--- config.mk ---
export PLATFORM = sky130hd
export DESIGN_NAME = real_dom_shared_mul_gfn
export DESIGN_NICKNAME = d
export VERILOG_FILES = /design/src/rtl/real_dom_shared_mul_gfn.sv
export SDC_FILE = /design/constraint.sdc
export NUM_CORES = 1
export LEC_CHECK = 0
export CORE_MARGIN = 2
export CORE_UTILIZATION = 35
export DETAILED_ROUTE_END_ITERATION = 10
export PLACE_DENSITY_LB_ADDON = 0.12
export SLEW_MARGIN = 20
export SYNTH_ARGS = -nofsm -noshare
export SYNTH_HDL_FRONTEND = slang
export SYNTH_SLANG_ARGS = --single-unit
--- constraint.sdc ---
create_clock -name ClkxCI -period 1.15 [get_ports ClkxCI]
set_input_delay 0.1725 -clock ClkxCI [delete_from_list [all_inputs] [get_ports ClkxCI]]
set_output_delay 0.1725 -clock ClkxCI [all_outputs]
set_load 0.01 [all_outputs]
--- src/rtl/real_dom_shared_mul_gfn.sv ---
// Domain-oriented masked GF(2^N) multiplier with a 1-cycle valid/ready stage.
// Optional macro DOM_OUTPUT_REGISTER_EN adds a registered output-share stage (2-cycle latency).
module real_dom_shared_mul_gfn #(
    parameter int           N      = 2,
    parameter int           SHARES = 2,
    parameter logic [N-1:0] POLY   = 2'b11
) (
    input  logic                                ClkxCI,
    input  logic                                RstxRI,
    input  logic [N*SHARES-1:0]                 XxDI,
    input  logic [N*SHARES-1:0]                 YxDI,
    input  logic [N*SHARES*(SHARES-1)/2-1:0]    ZxDI,
    input  logic                                ValidxSI,
    output logic                                ReadyxSO,
    output logic [N*SHARES-1:0]                 QxDO,
    output logic                                ValidxSO,
    input  logic                                ReadyxSI
);

    localparam int D = SHARES;

    function automatic logic [N-1:0] gf_mul(input logic [N-1:0] a, input logic [N-1:0] b);
        logic [N-1:0] acc;
        logic [N-1:0] aa;
        acc = '0;
        aa  = a;
        for (int i = 0; i < N; i++) begin
            if (b[i]) acc = acc ^ aa;
            aa = aa[N-1] ? ((aa << 1) ^ POLY) : (aa << 1);
        end
        return acc;
    endfunction

    function automatic int zidx(input int i, input int j);
        return i*D - (i*(i+1))/2 + (j-i-1);
    endfunction

    logic [N-1:0]   term_d [D][D];
    logic [N-1:0]   s1_q   [D][D];
    logic           valid1_q;
    logic           transfer;
    logic           drain1;
    logic [N*D-1:0] qrow;

    // Cross-domain terms are remasked before their register so no two domains meet unmasked.
    always_comb begin
        for (int i = 0; i < D; i++) begin
            for (int j = 0; j < D; j++) begin
                term_d[i][j] = gf_mul(XxDI[i*N +: N], YxDI[j*N +: N]);
                if (i < j)
                    term_d[i][j] = term_d[i][j] ^ ZxDI[zidx(i, j)*N +: N];
                else if (i > j)
                    term_d[i][j] = term_d[i][j] ^ ZxDI[zidx(j, i)*N +: N];
            end
        end
    end

    always_comb begin
        qrow = '0;
        for (int i = 0; i < D; i++) begin
            for (int j = 0; j < D; j++) begin
                qrow[i*N +: N] = qrow[i*N +: N] ^ s1_q[i][j];
            end
        end
    end

    assign transfer = ValidxSI && ReadyxSO;

    always_ff @(posedge ClkxCI) begin
        if (RstxRI) begin
            valid1_q <= 1'b0;
            for (int i = 0; i < D; i++)
                for (int j = 0; j < D; j++)
                    s1_q[i][j] <= '0;
        end else if (transfer) begin
            valid1_q <= 1'b1;
            for (int i = 0; i < D; i++)
                for (int j = 0; j < D; j++)
                    s1_q[i][j] <= term_d[i][j];
        end else if (drain1) begin
            valid1_q <= 1'b0;
        end
    end

`ifdef DOM_OUTPUT_REGISTER_EN
    logic           valid2_q;
    logic [N*D-1:0] q2_q;
    logic           ready2;

    assign ready2   = !valid2_q || ReadyxSI;
    assign drain1   = ready2;
    assign ReadyxSO = !valid1_q || ready2;
    assign QxDO     = q2_q;
    assign ValidxSO = valid2_q;

    always_ff @(posedge ClkxCI) begin
        if (RstxRI) begin
            valid2_q <= 1'b0;
            q2_q     <= '0;
        end else if (ready2) begin
            valid2_q <= valid1_q;
            if (valid1_q) q2_q <= qrow;
        end
    end
`else
    assign drain1   = ReadyxSI;
    assign ReadyxSO = !valid1_q || ReadyxSI;
    assign QxDO     = qrow;
    assign ValidxSO = valid1_q;
`endif

endmodule

# After elaboration in Yosys (flattened, before gate mapping)

Memory sizes are Yosys's and may differ from the RTL's.
Cells that the tools add are included.

Register bits: 1
Memories kept: 1
Output and inout bits: 6
RAM bits: 8
Word-level logic and storage cells: 41

Memory list:

| name | depth | bits a word | read ports | clocked after Yosys merged registers in | write ports | RTL line | source |
|---|---|---|---|---|---|---|---|
| s1_q | 2     | 4           | 2          | 0                                       | 2           | 39       | `logic [N-1:0] s1_q [D][D];` |

Multiplexer cells: 21
Reduce and logical (&&, ||, !) cells: 4
Bitwise logic cells: 14

Operator list:

| kind               | count |
|---|---|
| 2-to-1 mux 2 bit   | 14 |
| XOR 2 bit          | 8 |
| 2-to-1 mux 1 bit   | 7 |
| NOT 2 bit          | 2 |
| bitwise OR 1 bit   | 4 |
| nonzero test 2 bit | 1 |
| logical AND 1 bit  | 1 |
| logical NOT 1 bit  | 1 |
| logical OR 1 bit   | 1 |

# Longest topological paths before layout

Depth after elaboration: 7
Depth in mapped cells: 5
Gate-level depth less buffers: 4

# Least setup slack after synthesis

Ideal clock, no wire load.

Path kind: register -> register
Start: register valid1_q (netlist: ValidxSO)
End: memory s1_q[0][3] in the netlist's numbering (data pin)
Path slack: -0.084 ns
Stages on the path, launching flop included: 6
Setup time: 0.146 ns
Clock period less this slack: 1.234 ns
Arrival time: 1.088 ns
Required time: 1.004 ns
Cells stage by stage: dfxtp_1 -> nand2b_1 -> nand2_1 -> or2_2 -> clkbuf_1 -> a21oi_1

RTL lines:

| item                   | RTL line | source |
|---|---|---|
| from (decl)            | 40       | `logic valid1_q;` |
| from (signal assigned) | 71       | `valid1_q <= 1'b0;` |
| from (signal assigned) | 76       | `valid1_q <= 1'b1;` |
| from (signal assigned) | 81       | `valid1_q <= 1'b0;` |
| to (decl)              | 39       |  |

==> results.py <==
metrics = {
    "cells_and_area": {
        "fin_nets": 107,
        "layout_commonest_cell": "nand2_1",
        "drive_gt1_share_pct": 30.4,
        "mostFrequentLayoutCells": "nand2_1 (12), edfxtp_1 (8), xor2_1 (7), buf_4 (7)",
        "syn2layout_area_growth_pct": 48.6,
        "num_antenna_cells": 0,
    },
    "yosys": {
        "synth_top_cell_area_share_pct": 39.9,
        "syn_area_um2": 602,
        "syn_nets": 75,
        "synth_area_leaders": "edfxtp_1 (40%), xor2_1 (10%), xnor2_1 (8.7%)",
        "post-synth-top-area-cell": "edfxtp_1",
        "yosysSeqAreaShare_pct": 43.2,
        "syn-instance-count": 61,
        "synth.distinct_cells": 21,
        "synth_seq_cells": 9,
        "avgSynthCellArea_um2": 9.87,
        "yosys_warnings": 0,
    },
    "detailed_routing": {
        "vias": 514,
        "drtIter0Drc": 10,
        "met3WireLength_um": 57,
        "wl_per_cell_um": 10.2,
        "wl_um": 1100,
        "wl_met1_um": 509,
        "ant_nets": 0,
        "met2_length_um": 526,
        "highest_layer": "met4",
        "firstDrtPassIters": 4,
        "drc_errors": 0,
        "via_per_inst": 4.76,
    },
    "timing": {
        "tightest_slew_ns": 0.224,
        "rsz0062_at_grt": "yes",
        "min_period_over_period_pct": 96.6,
        "finalSetupViolations": 0,
        "maxSlewHeadroom_pct": 85.0,
        "hold_viol_final": 0,
        "skew_ns": 0.00934,
        "final.setup.tns_ns": 0,
        "fin_crit_ns": 1.11,
        "max_freq_mhz": 900,
        "finalMaxSlewViolations": 0,
    },
    "floorplanning": {
        "die_h_um": 45.5,
        "die_w_um": 45.5,
        "core_area_um2": 1560,
        "dieArea_um2": 2070,
        "ios": 20,
        "initial_core_util_pct": 38.6,
        "fp-row-count": 14,
    },
    "flow_run": {
        "cap_violations": 0,
    },
    "grt": {
        "grt_pass1_vias": 489,
        "overflow": 0,
        "antenna_found_initial": 0,
        "grt_start_max_net_pins": 9,
        "track_usage_pct": 13.7,
        "grt_pass1_wl_um": 2010,
    },
    "critical_path": {
        "critical_path_class": "flip-flop to output pin",
        "critPathCaptureType": "output pin",
        "r2r_slack_ns": 0.15,
        "critPathBufInv": 1,
        "slowest_stage": "edfxtp_1",
        "startpoint": "s1_q[1][3]",
        "worstReg2RegEnd": "s1_q[1][1]",
        "critPathTopFamily": "flip-flops",
        "worstPathMaxFanout": 1,
        "crit_end": "QxDO[3]",
        "startpoint_type": "flip-flop",
        "r2r_cells": 4,
        "cp_cell_sequence": "xor2_1 > buf_2",
        "r2r-start": "ValidxSO",
        "cp.required_ns": 0.98,
        "arrival_ns": 0.94,
        "worstSetupPathDepth": 2,
        "slowest_delay_ns": 0.38,
    },
    "placement": {
        "port-buffer-count": 19,
        "routabilityCongestion": 0.771,
        "dp_hpwl_um": 884,
    },
    "worst_hold_path": {
        "hold_path_class": "input port to flip-flop",
    },
    "pwr": {
        "p_seq_share_pct": 44.7,
        "clkPwrFrac_pct": 27.4,
        "swShare_pct": 26.1,
        "power.density_nw_per_um2": 997,
        "p_leak_nw": 0.389,
        "p_comb_share_pct": 27.9,
        "ir_drop_uv": 515,
        "power_w": 0.000892,
        "power.switching_w": 0.000233,
        "internal_power_w": 0.000659,
    },
    "clocking": {
        "cts_hold_repair.buffers": 0,
        "htreeDepth": 1,
        "cts_tree": "done",
        "numCtsBuffers": 3,
        "cts_num_sinks": 9,
        "clock_latency_ns": 0.26,
        "cts_root_buffer": "clkbuf_4",
        "cts.path.max_buffers": 2,
        "path_clk_slew_ns": 0.06,
    },
    "status": {
        "status": "finished clean",
    },
}
-- through the flow --
step,std cells,utilization (%),hold WS (ns),cell area [µm²],worst slack [ns]
global route,108,57.4,0.465,895,-0.0151
CTS,107,57.5,0.483,896,0.00237
detailed placement,103,57.1,0.495,890,-0.539
global placement,103,57.1,0.491,890,-0.523
finish,108,57.4,0.414,895,0.0394
floorplan,61,-,0.234,621,0.0237
-- cells by family (layout without fill, tap and decap cells) --
logic type	after synthesis	count (layout)	synth area share [%]
buf+inv	2	33	1.25
xor+xnor	13	13	18.9
mux	2	2	4.37
compound gates	6	6	7.07
flops	9	9	43.2
simple gates	29	29	25.2
-- synthesized netlist by cell type (all sizes together) --
cell	number
nand2	12
edfxtp	8
xor2	7
nor2	6
xnor2	6
a21oi	3
nand2b	3
mux2	2
nand3b	2
nor2b	2
a221oi	1
and4bb	1
clkbuf	1
dfxtp	1
inv	1
nand4bb	1
nor3b	1
o211ai	1
o21ai	1
or2	1
-- worst reg2reg max path, stage by stage, from the launching register on --
cell,delay (ns)
dfxtp_2,0.33
nand2b_4,0.07
nand2_1,0.06
or2_4,0.27
a21oi_2,0.12
-- layout make-up --
| type | instances | area [µm²] |
|---|---|---|
| clock buffer | 4 | 26.3 |
| fill | 152 | 664 |
| inverter | 1 | 3.75 |
| multi-input combinational | 50 | 352 |
| sequential | 9 | 262 |
| tap | 16 | 20.0 |
| timing repair buffer | 28 | 231 |
-- timing repair --
action                                  4_1_cts  5_1_grt
gates cloned                                  0        0
resized for setup                            33        5
endpoints found under the setup margin       13        6
setup buffers                                 0        1
pin swaps                                     4        2
hold endpoints to repair                      0        0
-- registers in the layout (all words and copies together), names as in the netlist --
signal	count
ValidxSO	1
s1_q	8
-- per-layer routing --
layer	vias to the layer above	track usage (%)
met1	226	17.2
met4	0	7.06
met2	14	21.4
met3	2	3.57
li1	272	-
met5	-	0
-- power by group through the flow --
stage,logic (W),clock network [W],registers (W)
after detailed placement,0.000280,0,0.000407
after global placement,0.000277,0,0.000405
final,0.000249,0.000244,0.000399
after floorplan,0.000124,0,0.000405
after CTS,0.000249,0.000249,0.000400
after global routing,0.000275,0.000267,0.000402
-- worst min-delay path by stage --
stage | start | endpoint | slack (ns) | cells past startpoint
after floorplan | RstxRI | ValidxSO | 0.23 | 1
after global placement | ValidxSO | ValidxSO | 0.49 | 2
after detailed placement | ValidxSO | ValidxSO | 0.49 | 2
after CTS | ValidxSI | ValidxSO | 0.48 | 3
after global routing | XxDI[1] | s1_q[0][3] | 0.47 | 4
final | XxDI[1] | s1_q[0][3] | 0.41 | 4
(Power assumes the default switching activity.)
